[src/rtl/vector_mem_sequencer_if.sv]
// vector_mem_sequencer_if: request, RAM and result signals of the vector memory sequencer
interface vector_mem_sequencer_if #(
  parameter int DATA_W = 16,
  parameter int LANES  = 8,
  parameter int ADDR_W = 16
);
  logic                     req_valid;
  logic                     req_write;
  logic [ADDR_W-1:0]        base_addr;
  logic [DATA_W*LANES-1:0]  vector_wdata;
  logic                     req_ready;
  logic                     stall;
  logic [ADDR_W-1:0]        mem_address;
  logic [DATA_W-1:0]        mem_wdata;
  logic                     mem_wren;
  logic [DATA_W-1:0]        mem_rdata;
  logic [DATA_W*LANES-1:0]  vector_rdata;
  logic                     done;
  modport slave (
    input  req_valid, req_write, base_addr, vector_wdata, mem_rdata,
    output req_ready, stall, mem_address, mem_wdata, mem_wren, vector_rdata, done
  );
  modport master (
    output req_valid, req_write, base_addr, vector_wdata, mem_rdata,
    input  req_ready, stall, mem_address, mem_wdata, mem_wren, vector_rdata, done
  );
endinterface

[src/rtl/vector_mem_sequencer.sv]
// vector_mem_sequencer: serialises one vector load/store into per-lane accesses on a single-port RAM
module vector_mem_sequencer #(
  parameter int DATA_W = 16,
  parameter int LANES  = 8,
  parameter int ADDR_W = 16
) (
  input logic                  clk,
  input logic                  reset,
  vector_mem_sequencer_if.slave bus
);
  localparam int KW = $clog2(LANES);
  typedef enum logic [2:0] {IDLE, WRITE, READ, DRAIN, DONE} state_e;
  state_e                        state_q, state_d;
  logic [KW-1:0]                 k_q, k_d;
  logic [ADDR_W-1:0]             base_q;
  logic [LANES-1:0][DATA_W-1:0]  wdata_q, shadow_q, rdata_q;
  logic                          accept, last;
  assign accept = state_q == IDLE && bus.req_valid;
  assign last   = k_q == KW'(LANES - 1);
  always_comb begin
    state_d = state_q;
    unique case (state_q)
      IDLE:    state_d = accept ? (bus.req_write ? WRITE : READ) : IDLE;
      WRITE:   state_d = last ? DONE : WRITE;
      READ:    state_d = last ? DRAIN : READ;
      DRAIN:   state_d = DONE;
      default: state_d = IDLE;
    endcase
    k_d = (state_q == WRITE || state_q == READ) ? k_q + 1'b1 : '0;
  end
  always_ff @(posedge clk) begin
    if (!reset) begin
      state_q  <= IDLE;
      k_q      <= '0;
      base_q   <= '0;
      wdata_q  <= '0;
      shadow_q <= '0;
      rdata_q  <= '0;
    end else begin
      state_q <= state_d;
      k_q     <= k_d;
      if (accept) begin
        base_q  <= bus.base_addr;
        wdata_q <= bus.vector_wdata;
      end
      // RAM data lags its address by one cycle, so lane k-1 lands while lane k is addressed
      if (state_q == READ && k_q != '0) shadow_q[k_q - 1'b1] <= bus.mem_rdata;
      if (state_q == DRAIN) rdata_q <= {bus.mem_rdata, shadow_q[LANES-2:0]};
    end
  end
  assign bus.req_ready    = state_q == IDLE;
  assign bus.stall        = state_q inside {WRITE, READ, DRAIN};
  assign bus.done         = state_q == DONE;
  assign bus.mem_wren     = state_q == WRITE;
  assign bus.mem_address  = (state_q inside {WRITE, READ}) ? base_q + ADDR_W'(k_q) : '0;
  assign bus.mem_wdata    = state_q == WRITE ? wdata_q[k_q] : '0;
  assign bus.vector_rdata = rdata_q;
endmodule

[src/flat_wrapper.sv]
// flat-port wrapper written by rule: the top's interface ports become plain ports
module vector_mem_sequencer_flat 
#(
  parameter int DATA_W = 16,
  parameter int LANES  = 8,
  parameter int ADDR_W = 16
)
  (clk, reset, bus_req_valid, bus_req_write, bus_base_addr, bus_vector_wdata, bus_mem_rdata, bus_req_ready, bus_stall, bus_mem_address, bus_mem_wdata, bus_mem_wren, bus_vector_rdata, bus_done);
  vector_mem_sequencer_if #(.DATA_W(DATA_W), .LANES(LANES), .ADDR_W(ADDR_W)) bus_i ();
  input logic clk;
  input logic reset;
  input wire logic [$bits(bus_i.req_valid)-1:0] bus_req_valid;
  input wire logic [$bits(bus_i.req_write)-1:0] bus_req_write;
  input wire logic [$bits(bus_i.base_addr)-1:0] bus_base_addr;
  input wire logic [$bits(bus_i.vector_wdata)-1:0] bus_vector_wdata;
  input wire logic [$bits(bus_i.mem_rdata)-1:0] bus_mem_rdata;
  output wire logic [$bits(bus_i.req_ready)-1:0] bus_req_ready;
  output wire logic [$bits(bus_i.stall)-1:0] bus_stall;
  output wire logic [$bits(bus_i.mem_address)-1:0] bus_mem_address;
  output wire logic [$bits(bus_i.mem_wdata)-1:0] bus_mem_wdata;
  output wire logic [$bits(bus_i.mem_wren)-1:0] bus_mem_wren;
  output wire logic [$bits(bus_i.vector_rdata)-1:0] bus_vector_rdata;
  output wire logic [$bits(bus_i.done)-1:0] bus_done;
  assign bus_i.req_valid = bus_req_valid;
  assign bus_i.req_write = bus_req_write;
  assign bus_i.base_addr = bus_base_addr;
  assign bus_i.vector_wdata = bus_vector_wdata;
  assign bus_i.mem_rdata = bus_mem_rdata;
  assign bus_req_ready = bus_i.req_ready;
  assign bus_stall = bus_i.stall;
  assign bus_mem_address = bus_i.mem_address;
  assign bus_mem_wdata = bus_i.mem_wdata;
  assign bus_mem_wren = bus_i.mem_wren;
  assign bus_vector_rdata = bus_i.vector_rdata;
  assign bus_done = bus_i.done;
  vector_mem_sequencer #(.DATA_W(DATA_W), .LANES(LANES), .ADDR_W(ADDR_W)) u_core (.clk(clk), .reset(reset), .bus(bus_i));
endmodule
[config.mk]
export PLATFORM = sky130hd
export DESIGN_NAME = vector_mem_sequencer_flat
export DESIGN_NICKNAME = d
export VERILOG_FILES = /design/src/rtl/vector_mem_sequencer_if.sv /design/src/rtl/vector_mem_sequencer.sv /design/src/flat_wrapper.sv
export SDC_FILE = /design/constraint.sdc
export NUM_CORES = 1
export LEC_CHECK = 0
export ABC_AREA = 1
export CAP_MARGIN = 15
export CORE_MARGIN = 8
export CORE_UTILIZATION = 40
export CTS_BUF_LIST = sky130_fd_sc_hd__clkbuf_16
export DETAILED_ROUTE_END_ITERATION = 12
export DONT_BUFFER_PORTS = 1
export GPL_ROUTABILITY_DRIVEN = 1
export HOLD_SLACK_MARGIN = 0.06
export PLACE_DENSITY = 0.65
export SLEW_MARGIN = 20
export SYNTH_ARGS = -nofsm -noshare
export SYNTH_HDL_FRONTEND = slang
export SYNTH_SLANG_ARGS = --single-unit
[constraint.sdc]
create_clock -name clk -period 2.62 [get_ports clk]
set_input_delay 0.393 -clock clk [delete_from_list [all_inputs] [get_ports clk]]
set_output_delay 0.393 -clock clk [all_outputs]
set_load 0.03 [all_outputs]
# Yosys cells after proc, flatten, opt, wreduce, memory -nomap -nowiden
# Index checks and enable logic that the tools add are counted.
[totals]
elab_cells = 59
in_bits = 164
register_bits = 406
out_inout_bits = 164
[classes]
add_sub_neg = 3
n_lt_le_gt_ge = 3
muxes = 12
n_eq_ne = 5
n_reduce_logical = 9
[ops]
columns = ["cell", "n"]
rows = [
  ["128-bit bitwise mux", 1],
  ["16-bit 2-to-1 mux", 4],
  ["16-bit binary-select mux with 3-bit select", 1],
  ["16-bit demux with 3-bit select", 1],
  ["16-bit by 3-bit adder with 16-bit output", 1],
  ["3-bit case mux with 4 select lines", 1],
  ["3-bit by 4-bit less-than comparator with 1-bit output, second input constant", 2],
  ["3-bit by 2-bit equality test with 1-bit output, second input constant", 2],
  ["3-bit equality test, second input constant", 2],
  ["3-bit 2-to-1 mux", 2],
  ["3-bit nonzero test", 2],
  ["3-bit by 1-bit adder with 3-bit output, second input constant", 1],
  ["3-bit by 1-bit equality test with 1-bit output, second input constant", 1],
  ["3-bit by 1-bit greater-or-equal comparator with 1-bit output, second input constant", 1],
  ["1-bit logical AND", 3],
  ["3-bit logical NOT", 1],
  ["3-bit by 1-bit subtractor with 3-bit output, second input constant", 1],
  ["2-bit 2-to-1 mux", 1],
  ["2-bit AND reduction", 1],
  ["2-bit nonzero test", 1],
  ["1-bit logical OR", 1],
  ["1-bit 2-to-1 mux", 1],
]

# Longest topological paths before layout
[logic_depth]
ltp_word = 6
ltp_mapped = 12
ltp_nobuf = 10

# Worst setup path before layout
# Ideal clock, no wire load.
[synth_timing]
path_kind = "register to register"
start = "register u_core.k_q[0]"
end = "register u_core.shadow_q[53] (netlist bit)"
path_buffers = 3
required_ns = 2.507
path_stages_with_launch = 12
arrival_time_ns = 2.229
slack_ns = 0.278
path_cell_list = "dfxtp_1 -> inv_1 -> clkbuf_1 -> clkbuf_1 -> ha_1 -> inv_1 -> nand3_1 -> nor2_1 -> clkbuf_1 -> nand3_1 -> nand2_1 -> nor2_1"
[synth_between]
elab_chain_len = 6
[synth_lines]
columns = ["item", "line", "source"]
rows = [
  ["from (decl)", "vector_mem_sequencer.sv:14", "logic [KW-1:0] k_q, k_d;"],
  ["from (signal assigned)", "vector_mem_sequencer.sv:41", "k_q <= k_d;"],
  ["3-bit by 1-bit subtractor with 3-bit output", "vector_mem_sequencer.sv:47", "if (state_q == READ && k_q != '0) shadow_q[k_q - 1'b1] <= bus.mem_rdata;"],
  ["3-bit by 4-bit less-than comparator with 1-bit output (implied by the code) or 3-bit by 1-bit greater-or-equal comparator with 1-bit output (tied branches)", "vector_mem_sequencer.sv:47", ""],
  ["1-bit logical AND (implied by the code)", "vector_mem_sequencer.sv:47", ""],
  ["16-bit 2-to-1 mux (implied by the code)", "vector_mem_sequencer.sv:47", ""],
  ["16-bit demux with 3-bit select", "--", ""],
  ["128-bit bitwise mux", "vector_mem_sequencer.sv:47", ""],
  ["to (signal, indexed assignment)", "vector_mem_sequencer.sv:47", ""],
  ["to (decl)", "vector_mem_sequencer.sv:16", "logic [LANES-1:0][DATA_W-1:0] wdata_q, shadow_q, rdata_q;"],
]
# Several ways; a longest one is shown, not always the timed one.
# A chain may end at the register's enable or synchronous reset.

# Worst setup path in the final report
[layout_timing]
start = "register u_core.k_q[0]"
end = "output bus_mem_address[8]"
[layout_between]
elab_chain_len = 2
[layout_lines]
columns = ["item", "line", "source"]
rows = [
  ["16-bit by 3-bit adder with 16-bit output", "vector_mem_sequencer.sv:55", "assign bus.mem_address = (state_q inside {WRITE, READ}) ? base_q + ADDR_W'(k_q) : '0;"],
  ["16-bit 2-to-1 mux", "vector_mem_sequencer.sv:55", ""],
  ["to (decl)", "flat_wrapper.sv:19", "output wire logic [$bits(bus_i.mem_address)-1:0] bus_mem_address;"],
]
# No other way between the ends.

==> out/results.txt <==
Status = complete, no violations
Crit path from = u_core.k_q[0]
Netlist Area Pre-Place = 15700 um^2
RR Endpoint = u_core.shadow_q[42]
Setup violations, final = 0
Critical Path Sink = bus_mem_address[8]
Worst setup EP type = output pin
Routed via count = 15867
Setup TNS = 0 ps
Yosys synthesis warning count = 0
Most common cell after layout, fill and taps aside = nor2_1
Initial core utilization = 0.405
DP Area = 16300 um^2
First-pass GRT wire length = 85600 um
Iteration count of the initial detailed-routing pass = 8
# IOs = 328
Slew Limit Fails = 0
Clock Path Buffers = 3
Seq. cell area = 7820 um^2
CORE AREA = 38600 um^2
Worst VDD drop = 526 uV
Commonest non-fill, non-tap cells in the layout = nor2_1 (505), dfxtp_1 (385), dlygate4sd3_1 (330)
Cells after Synth = 2188
Register area share after synthesis = 0.498
Max-slew headroom = 0.505
Critical Path Start Type = flop
Synth Register Bits = 390
RSZ-0062 raised after global routing = yes
Worst R2R Start = u_core.k_q[0]
Fillers = 3474
Initial drt markers = 1244
Final GP Congestion = 0.865
Leakage = 0.00799 uW
FP Rows = 72
Layout cells sized above 1 = 0.0708
Mean Syn Cell Area = 7.16 um^2
R2r worst-path depth = 11
Clock tree from TritonCTS = done
# DRC = 0
Critical path required time = 2230 ps
CTS root buf = clkbuf_16
CTS H-tree depth = 2
All-Layer GR Usage = 0.229
Multi-input logic area = 6900 um^2
Crit path arrival time = 2210 ps
Vias/cell = 5.25
Library cells used by synthesis = 24
Clock latency on the worst-skew pair = 570 ps
DP HPWL = 32900 um
Worst Max-Slew Pin Slew = 739 ps
Nets@finish = 2641
Peak fanout along the critical path = 3
Die width = 214 um
Final Cell Area = 21200 um^2
Clock transition at path regs = 60 ps
Routed WL = 54800 um
Syn-to-layout area delta = 35.1%
Detail Route Antenna Nets = 0
Tmin final = 2610 ps
P per Cell Area = 658 nW/um^2
Fin crit share = 0.995
HP Class = in -> reg
Routed len/inst = 18.1 um
Initial antenna violation count = 4
Kind of critical path = reg -> out
Net count after synthesis = 2360
Clk sinks = 390
Die height = 214 um
IO buf count = 0
Vias in the first global route = 15449
MaxCap Viol Count = 0
Die ar. = 45800 um^2
Total CTS buffers = 42
Global route total overflow = 0
Clock skew = 17.0 ps
Max Clk Rate = 0.384 GHz
Slack of the worst reg-to-reg path = 100 ps
Largest net degree at the start of global routing = 154
Final hold violations = 0
## layer usage
layer / track usage / vias to the layer above / wire (um)
met4: 0.123 / 2 / 2560
met1: 0.261 / 7424 / 21100
met5: 0 / - / 8
met2: 0.386 / 662 / 26600
li1: - / 7642 / -
met3: 0.0612 / 137 / 4500
## through the flow
| step | worst slack, ps | utilization | power (uW) | hold slack (ps) | cells |
|---|---|---|---|---|---|
| after floorplan | 278 | - | 7440 | 429 | 2188 |
| after global placement | 341 | 0.421 | 7730 | 437 | 2608 |
| after detailed placement | 353 | 0.421 | 7750 | 444 | 2608 |
| after CTS | 1.71 | 0.543 | 14000 | 62.1 | 3016 |
| after global routing | -109 | 0.548 | 14500 | 72.0 | 3021 |
| final | 12.9 | 0.548 | 13900 | 79.8 | 3024 |
## final cells by class
class / instances / area share
Inverter: 117 / 0.0210
Multi-Input combinational cell: 1522 / 0.326
Antenna cell: 5 / 0.000591
Sequential cell: 390 / 0.369
Clock inverter: 33 / 0.0118
Timing Repair Buffer: 396 / 0.190
Tap cell: 518 / 0.0306
Clock buffer: 43 / 0.0508
## report_power, final
part           internal (uW)  total (uW)  switching [uW]  leakage, uW
Combinational            777        1770             994      0.00415
Clock                   3290        5740            2460     0.000668
Sequential              6180        6430             243      0.00318
## worst min-delay path by stage
stage / end / slack (ps) / startpoint / depth (start not counted)
after detailed placement: u_core.wdata_q[19] / 440 / u_core.wdata_q[19] / 2
after floorplan: u_core.wdata_q[112] / 430 / u_core.wdata_q[112] / 2
final: u_core.wdata_q[98] / 80 / bus_req_valid / 2
after CTS: u_core.wdata_q[98] / 60 / bus_req_valid / 2
after global routing: u_core.wdata_q[98] / 70 / bus_req_valid / 2
after global placement: u_core.wdata_q[19] / 440 / u_core.wdata_q[19] / 2
## synth_stat cells
cell type / count / area (um^2)
fa_1: 1 / 20.0
a21oi_1: 220 / 1100
nor2_4: 5 / 56.3
nand3_1: 166 / 831
ha_1: 7 / 87.6
nor3_1: 3 / 15.0
nor2_2: 3 / 18.8
nand4_1: 6 / 37.5
o211ai_1: 16 / 120
buf_1: 14 / 52.6
buf_4: 3 / 22.5
o21ai_0: 247 / 1240
nand4_4: 1 / 21.3
clkinv_1: 1 / 3.75
nor2_1: 512 / 1920
buf_2: 56 / 280
inv_1: 110 / 413
nand2_1: 323 / 1210
or2_2: 1 / 6.26
inv_2: 6 / 22.5
o21bai_1: 1 / 7.51
dfxtp_1: 390 / 7810
o21ai_1: 10 / 50.1
clkbuf_1: 86 / 323
## worst max-delay path, stage by stage (launching register included)
cell and delay [ps]:
dfxtp_4 370, ha_4 170, fa_2 360, nand2_2 110, nand2_4 70, nand2_4 100
inv_1 40, nand2_1 60, nand2_1 70, a21oi_2 170, buf_6 150
## cell families after synthesis
family	after synthesis	synth area share
AO/OA/AOI/OAI	494	0.161
adder cells (fa/ha/maj)	8	0.00687
flip-flops	390	0.498
AND/OR/NAND/NOR	1020	0.263
buffers and inverters	276	0.0713
## registers in the layout, indices dropped and copies added (netlist names)
register,flops
u_core.wdata_q,128
u_core.bus.vector_rdata,128
u_core.state_q,3
u_core.shadow_q,112
u_core.base_q,16
u_core.k_q,3
## repair_timing
action / 4_1_cts / 5_1_grt
cloned: 0 / 0
hold endpoints to repair: 376 / 0
pin swaps: 2 / 8
setup endpoints to repair: 26 / 57
hold buffers: 332 / 0
setup buffers: 0 / 3
resized for setup: 22 / 44
(Power assumes the default switching activity.)
